<file path="src/rtl/m_axi_lite_rd_engine.sv">
// AXI4-Lite master read engine: command slice onto AR, credit-limited in-order
// responses through a small FIFO, and a sticky watchdog on a stalled slave.
module m_axi_lite_rd_engine #(
  parameter int GLOB_ADDR_WIDTH = 32,
  parameter int GLOB_DATA_WIDTH = 32,
  parameter int OUTSTD_WIDTH    = 2,
  parameter int TIMEOUT_WIDTH   = 16
) (
  input  logic                       clk,
  input  logic                       reset,
  input  logic                       cmd_valid,
  output logic                       cmd_ready,
  input  logic [GLOB_ADDR_WIDTH-1:0] cmd_addr,
  output logic                       rsp_valid,
  input  logic                       rsp_ready,
  output logic [GLOB_DATA_WIDTH-1:0] rsp_data,
  output logic [1:0]                 rsp_resp,
  output logic                       busy,
  output logic                       err_timeout,
  input  logic                       err_clear,
  output logic [GLOB_ADDR_WIDTH-1:0] M_AXI_ARADDR,
  output logic                       M_AXI_ARVALID,
  input  logic                       M_AXI_ARREADY,
  input  logic [GLOB_DATA_WIDTH-1:0] M_AXI_RDATA,
  input  logic [1:0]                 M_AXI_RRESP,
  input  logic                       M_AXI_RVALID,
  output logic                       M_AXI_RREADY
);

  localparam int DEPTH = 1 << OUTSTD_WIDTH;
  localparam int EW    = GLOB_DATA_WIDTH + 2;
  localparam logic [OUTSTD_WIDTH:0]    CNT_ONE = (OUTSTD_WIDTH+1)'(1);
  localparam logic [OUTSTD_WIDTH:0]    CNT_MAX = (OUTSTD_WIDTH+1)'(DEPTH);
  localparam logic [TIMEOUT_WIDTH-1:0] WD_LOAD = '1;
  localparam logic [TIMEOUT_WIDTH-1:0] WD_ONE  = (TIMEOUT_WIDTH)'(1);

  logic                       ar_valid_q, ar_valid_d;
  logic [GLOB_ADDR_WIDTH-1:0] ar_addr_q, ar_addr_d;
  logic [OUTSTD_WIDTH:0]      inflight_q, inflight_d;
  logic [OUTSTD_WIDTH:0]      pending_q, pending_d;
  logic [OUTSTD_WIDTH:0]      wr_ptr_q, wr_ptr_d;
  logic [OUTSTD_WIDTH:0]      rd_ptr_q, rd_ptr_d;
  logic [TIMEOUT_WIDTH-1:0]   wd_cnt_q, wd_cnt_d;
  logic                       err_q, err_d;
  logic [EW-1:0]              mem_q [DEPTH];
  logic [EW-1:0]              mem_d [DEPTH];
  logic [EW-1:0]              head;
  logic fifo_full, fifo_empty, cmd_acc, ar_hs, r_hs, pop, wd_run, wd_fire;

  assign fifo_empty = (wr_ptr_q == rd_ptr_q);
  assign fifo_full  = (wr_ptr_q[OUTSTD_WIDTH] != rd_ptr_q[OUTSTD_WIDTH]) &&
                      (wr_ptr_q[OUTSTD_WIDTH-1:0] == rd_ptr_q[OUTSTD_WIDTH-1:0]);

  assign M_AXI_RREADY = !fifo_full && !reset;
  assign cmd_ready    = !reset && !err_q && (!ar_valid_q || M_AXI_ARREADY) &&
                        (inflight_q < CNT_MAX);
  assign cmd_acc = cmd_valid && cmd_ready;
  assign ar_hs   = ar_valid_q && M_AXI_ARREADY;
  assign r_hs    = M_AXI_RVALID && M_AXI_RREADY;
  assign pop     = !fifo_empty && rsp_ready;

  // Down-counter from all-ones; terminal count is the step that lands on zero.
  assign wd_run  = (pending_q != '0) && !r_hs;
  assign wd_fire = wd_run && (wd_cnt_q == WD_ONE);

  assign head          = mem_q[rd_ptr_q[OUTSTD_WIDTH-1:0]];
  assign rsp_valid     = !fifo_empty;
  assign rsp_data      = fifo_empty ? '0 : head[GLOB_DATA_WIDTH-1:0];
  assign rsp_resp      = fifo_empty ? 2'b00 : head[EW-1 -: 2];
  assign busy          = (inflight_q != '0) || ar_valid_q;
  assign err_timeout   = err_q;
  assign M_AXI_ARVALID = ar_valid_q;
  assign M_AXI_ARADDR  = ar_addr_q;

  always_comb begin
    ar_valid_d = ar_valid_q;
    ar_addr_d  = ar_addr_q;
    if (cmd_acc) begin
      ar_valid_d = 1'b1;
      ar_addr_d  = cmd_addr;
    end else if (ar_hs) begin
      ar_valid_d = 1'b0;
    end

    inflight_d = inflight_q;
    if (cmd_acc && !pop)      inflight_d = inflight_q + CNT_ONE;
    else if (!cmd_acc && pop) inflight_d = inflight_q - CNT_ONE;

    pending_d = pending_q;
    if (ar_hs && !r_hs)      pending_d = pending_q + CNT_ONE;
    else if (!ar_hs && r_hs) pending_d = pending_q - CNT_ONE;

    wr_ptr_d = wr_ptr_q;
    rd_ptr_d = rd_ptr_q;
    mem_d    = mem_q;
    if (r_hs) begin
      mem_d[wr_ptr_q[OUTSTD_WIDTH-1:0]] = {M_AXI_RRESP, M_AXI_RDATA};
      wr_ptr_d = wr_ptr_q + CNT_ONE;
    end
    if (pop) rd_ptr_d = rd_ptr_q + CNT_ONE;

    wd_cnt_d = wd_cnt_q;
    if (!wd_run || err_clear) wd_cnt_d = WD_LOAD;
    else if (wd_cnt_q != '0)  wd_cnt_d = wd_cnt_q - WD_ONE;

    // A firing watchdog outranks a simultaneous clear.
    err_d = err_q;
    if (wd_fire)        err_d = 1'b1;
    else if (err_clear) err_d = 1'b0;
  end

  always_ff @(posedge clk) begin
    if (reset) begin
      ar_valid_q <= 1'b0;
      ar_addr_q  <= '0;
      inflight_q <= '0;
      pending_q  <= '0;
      wr_ptr_q   <= '0;
      rd_ptr_q   <= '0;
      wd_cnt_q   <= WD_LOAD;
      err_q      <= 1'b0;
    end else begin
      ar_valid_q <= ar_valid_d;
      ar_addr_q  <= ar_addr_d;
      inflight_q <= inflight_d;
      pending_q  <= pending_d;
      wr_ptr_q   <= wr_ptr_d;
      rd_ptr_q   <= rd_ptr_d;
      wd_cnt_q   <= wd_cnt_d;
      err_q      <= err_d;
    end
  end

  always_ff @(posedge clk) begin
    mem_q <= mem_d;
  end

endmodule

</file>
<file path="config.mk">
export PLATFORM = sky130hd
export DESIGN_NAME = m_axi_lite_rd_engine
export DESIGN_NICKNAME = d
export VERILOG_FILES = /design/src/rtl/m_axi_lite_rd_engine.sv
export SDC_FILE = /design/constraint.sdc
export NUM_CORES = 1
export LEC_CHECK = 0
export BUFFER_PORTS_ARGS = -buffer_cell sky130_fd_sc_hd__buf_2
export CAP_MARGIN = 20
export CORE_MARGIN = 5
export CORE_UTILIZATION = 55
export CTS_CLUSTER_SIZE = 30
export DETAILED_ROUTE_END_ITERATION = 7
export PLACE_DENSITY = 0.79
export SKIP_CTS_REPAIR_TIMING = 1
export SYNTH_ARGS = -nofsm -noshare
export SYNTH_HDL_FRONTEND = slang
export SYNTH_SLANG_ARGS = --single-unit
export TNS_END_PERCENT = 10
</file>
<file path="constraint.sdc">
create_clock -name clk -period 3.4 [get_ports clk]
set_clock_uncertainty 0.1 [all_clocks]
set_input_delay 0.34 -clock clk [delete_from_list [all_inputs] [get_ports clk]]
set_output_delay 0.34 -clock clk [all_outputs]
set_load 0.02 [all_outputs]
</file>
Word level (Yosys, flattened, before mapping)
Index checks and enable logic that the tools add are counted.
{ "classes": {"add_sub_neg": 7, "magnitude_cmp": 4, "eq_ne": 4, "n_mux": 16, "n_bitwise": 2, "n_reduce_logical": 37} }
{ "op_table": {"columns": ["op", "count"], "rows": [
  ["136-bit bitwise mux", 1],
  ["34-bit 2-to-1 mux", 3],
  ["34-bit binary-select mux with 2-bit select", 1],
  ["34-bit demux with 2-bit select", 1],
  ["32-bit 2-to-1 mux", 1],
  ["16-bit by 1-bit equality test with 1-bit output (second input constant)", 1],
  ["1-bit logical AND", 16],
  ["16-bit nonzero test", 1],
  ["16-bit by 1-bit subtractor with 16-bit output (second input constant)", 1],
  ["3-bit by 1-bit adder with 3-bit output (second input constant)", 4],
  ["3-bit 2-to-1 mux", 4],
  ["1-bit zero test", 10],
  ["2-bit nonzero test", 4],
  ["3-bit >= comparator (second input constant)", 2],
  ["2-bit NOT with 3-bit output", 2],
  ["3-bit nonzero test", 2],
  ["3-bit by 1-bit subtractor with 3-bit output (second input constant)", 2],
  ["1-bit 2-to-1 mux", 4],
  ["3-bit equality test", 1],
  ["1-bit logical OR", 3],
  ["3-bit by 1-bit less-than comparator with 1-bit output (second input constant)", 1],
  ["3-bit less-than comparator (second input constant)", 1],
  ["2-bit equality test", 1],
  ["2-bit 2-to-1 mux", 1],
  ["other kinds (2)", 2]
]} }
{ "word_totals": {"regBits": 198, "inputBits": 73} }

Longest topological paths before layout
{ "depth": {"word_depth": 10, "depth_mapped": 10} }

Worst setup path before layout
OpenSTA, ideal clock, no wires.
{ "synth_timing": {"path_kind": "flip-flop to flip-flop", "startpoint": "reg rd_ptr_q[1]", "endpoint": "reg inflight_q[2]", "setup_ps": 70, "arrival_ps": 2325, "t_required_ps": 3230, "slack_ps": 905, "stages_incl_launch_ff": 10, "path_buffers": 1, "cell_sequence": "dfxtp_1 buf_2 xor2_1 o31ai_1 ha_1 inv_1 fa_1 xor2_1 or3_1 a21oi_1"} }
{ "synth_between": {"elab_chain_len": 6, "word_cells_on_any_way": 8, "classes_between": "eq/ne (1); mux (1); reduce/logical (6)"} }
{ "synth_lines": {"columns": ["element", "line_no", "source"], "rows": [
  ["start, declared", "42", "logic [OUTSTD_WIDTH:0] rd_ptr_q, rd_ptr_d;"],
  ["start signal, assigned", "128", "rd_ptr_q <= rd_ptr_d;"],
  ["3-bit equality test *", "50", "assign fifo_empty = (wr_ptr_q == rd_ptr_q);"],
  ["1-bit zero test *", "60", "assign pop = !fifo_empty && rsp_ready;"],
  ["1-bit logical AND *", "60", null],
  ["1-bit zero test", "86", "if (cmd_acc && !pop) inflight_d = inflight_q + CNT_ONE;"],
  ["1-bit logical AND", "86", null],
  ["3-bit 2-to-1 mux / 2-bit nonzero test (equally long branches)", null, null],
  ["end signal, assigned", "125", "inflight_q <= inflight_d;"],
  ["end, declared", "39", "logic [OUTSTD_WIDTH:0] inflight_q, inflight_d;"]
]} }
Mark *: on every way between the ends. The rest lies on a longest branch, timed or not.
A chain may end at the register's enable or synchronous reset.

Final worst setup path
{ "layout_timing": {"startpoint": "reg rd_ptr_q[0]", "endpoint": "out rsp_data[28]"} }
{ "layout_between": {"elab_chain_len": 5, "word_cells_on_any_way": 6, "classes_between": "eq/ne (1); mux (4); bitwise (1)"} }
{ "layout_lines": {"columns": ["element", "line_no", "source"], "rows": [
  ["2-bit NOT with 3-bit output (not written as such)", "66", "assign head = mem_q[rd_ptr_q[OUTSTD_WIDTH-1:0]];"],
  ["34-bit binary-select mux with 2-bit select", "66", null],
  ["34-bit 2-to-1 mux (not written as such) (2 in series)", "66", null],
  ["32-bit 2-to-1 mux *", "68", "assign rsp_data = fifo_empty ? '0 : head[GLOB_DATA_WIDTH-1:0];"],
  ["end, declared", "16", "output logic [GLOB_DATA_WIDTH-1:0] rsp_data,"]
]} }
Mark *: on every way between the ends. The rest lies on a longest branch, timed or not. The select of a mux whose other input is x is not followed.

==> impl_metrics.yaml <==
outcome:
  outcome: "finished, final reports clean"
clock_network:
  h-tree-depth: 4
  cts_root_buffer: "clkbuf_16"
  cts_tree: "done"
  worstSkewPairLatency_ns: 0.42
  clk_pin_slew_ns: 0.07
  clockBufferDepth: 2
  numCtsBuffers: 17
  cts.sinks: 198
synth:
  syn_area_sq_mm: 0.00791
  synthArstFlopShare: 0
  synth_top_area_share: 0.516
  syn_area_per_cell_sq_um: 14.6
  ys.flop_type: "edfxtp_1"
  synth_cell_type_count: 51
  netlist_instances: 540
  yosys_warnings: 0
  ys_ff_latch: 198
  synth_largest_area_cell: "edfxtp_1"
  yosys-top-cells-area: "edfxtp_1 52%, dfxtp_1 16%, mux4_2 9.7%"
  synth_edf_count: 136
  syn-num-nets: 625
  yosysSeqAreaShare: 0.673
  yosysMostFrequentCell: "edfxtp_1"
  synth_common_cells: "136 x edfxtp_1, 73 x nand2_1, 62 x dfxtp_1"
pwr:
  p_per_area_mw_per_mm2: 626
  power_switching_share: 0.279
  power.switching_mw: 1.65
  clock_power_share: 0.328
  worst_ir_drop_vdd_mv: 0.425
  power_frac_seq: 0.465
  p_comb_frac: 0.207
  leakage_nw: 3.50
  p_int_mw: 4.26
floorplan:
  dieArea_sq_mm: 0.0169
  core_area_sq_mm: 0.0140
  core.rowCount: 43
  ios: 145
  die_x_um: 130
  initial_core_util: 0.565
  die_h_um: 130
timing:
  rsz0062_at_grt: "false"
  tightest_slew_ns: 0.713
  clock.fmax_ghz: 0.359
  hold_viol_final: 0
  min_period_ns: 2.78
  setup_slack_ns: 0.617
  slew-limit-headroom: 0.524
  period_share: 0.819
  setup_tns_ns: 0
  slew_violations: 0
  setup_viol: 0
detailed_routing:
  ant_nets: 0
  drc: 0
  drt_iter0_markers: 257
  vias_per_cell: 5.52
  wl_per_cell_um: 17.8
  num_vias: 4877
  first_pass_iters: 4
  wl_um: 15700
placed_design:
  dpl.hpwl_um: 10400
  dp_cells: 851
  dp_slack_ns: 0.822
  io_buffers: 144
  routabilityCongestion: 0.772
critical_path:
  critPathKind: "register to output port"
  arrival_ns: 2.34
  crit_path_end_kind: "output port"
  crit_required_ns: 2.96
  start_kind: "register"
  cp_max_fo: 36
layout:
  syn2layout_area_growth_pct: 19.3
  drive_gt1_frac: 0.340
  regArea_sq_mm: 0.00533
  n_fill_cell: 987
  final_util: 0.674
  antenna_cells: 0
  finalNonFillerCells: 883
  nets: 775
  multi_input_area_sq_mm: 0.00245
global_route:
  grt_pass1_vias: 5051
  grt_pass1_wl_um: 25100
  overflow: 0
  antenna_found_initial: 1
  grt_start_max_net_pins: 37
  grt_use_total: 0.195
job:
  maxCapViolCount: 0
hold_path:
  hold_path.class: "primary input to register"
[worst max-delay path: stages (launching register included)]
cell	delay [ns]
dfxtp_2	0.37
buf_4	0.60
mux4_2	0.59
nor2b_1	0.16
buf_2	0.19
[registers in the layout, indices dropped and copies added, names as in the netlist, 3 cells and up]
register,flops
M_AXI_ARADDR,32
pending_q,3
wr_ptr_q,3
rd_ptr_q,3
inflight_q,3
mem_q,136
wd_cnt_q,16
[layout by cell type, fill, tap and decap left out, drive strengths merged, types with 8 or more instances in the layout]
cell type    n
clkbuf      18
edfxtp     136
a21oi       37
inv         14
buf        155
and2         8
nor2b       36
nand3       14
nor2        16
o21ai       11
nand2       73
ha          10
mux4        34
dfxtp       62
or3          8
xor2         8
[final cells by class]
cell class                      count  share of cell area
Clock buffer                       18              0.0455
Multi-Input combinational cell    308               0.260
Clock inverter                     14              0.0159
Inverter                           10             0.00398
Tap cell                          180              0.0239
Sequential cell                   198               0.565
Timing Repair Buffer              155              0.0865
[power groups by stage]
stage	registers, mW	logic [mW]	clock network (mW)
floorplan	2.82	0.808	0
global placement	2.79	1.22	0
detailed placement	2.80	1.24	0
CTS	2.75	1.25	1.99
global route	2.76	1.33	2.10
finish	2.75	1.22	1.94
[layer usage]
metal | vias to the layer above | GRT usage | share of wire
met5 | - | 0 | 0.00083
met4 | 2 | 0.0685 | 0.010
met3 | 14 | 0.0553 | 0.078
met2 | 172 | 0.331 | 0.51
met1 | 2388 | 0.242 | 0.40
li1 | 2301 | - | -
[cell families (layout without fill, tap and decap cells)]
family,Yosys count,after routing,synth area share
compound gates,65,65,0.0501
xor+xnor,13,13,0.0172
fa+ha+maj,12,12,0.0209
buf+inv,34,197,0.0184
flops,198,198,0.673
mux,37,37,0.101
simple gates,181,181,0.119
[stage by stage]
stage | hold WS, ns | power, mW | area [sq um]
detailed placement | 0.346 | 4.04 | 8850
floorplan | 0.339 | 3.63 | 7910
global placement | 0.338 | 4.01 | 8850
finish | 0.0223 | 5.91 | 9430
CTS | 0.00345 | 5.99 | 9430
global route | 0.00498 | 6.19 | 9430
[worst paths after layout]
check	start	end	slack, ns	depth (start not counted)
max reg2reg	wr_ptr_q[0]$_SDFFE_PP0P_	inflight_q[2]$_SDFFE_PP0P_	0.79	8
max	rd_ptr_q[0]$_SDFFE_PP0P_	rsp_data[28]	0.62	4
min reg2reg	M_AXI_ARADDR[16]$_SDFFE_PP0P_	M_AXI_ARADDR[16]$_SDFFE_PP0P_	0.35	2
min	M_AXI_RDATA[18]	mem_q[52]$_DFFE_PP_	0.02	1
Power figures use the tool's default switching activity.
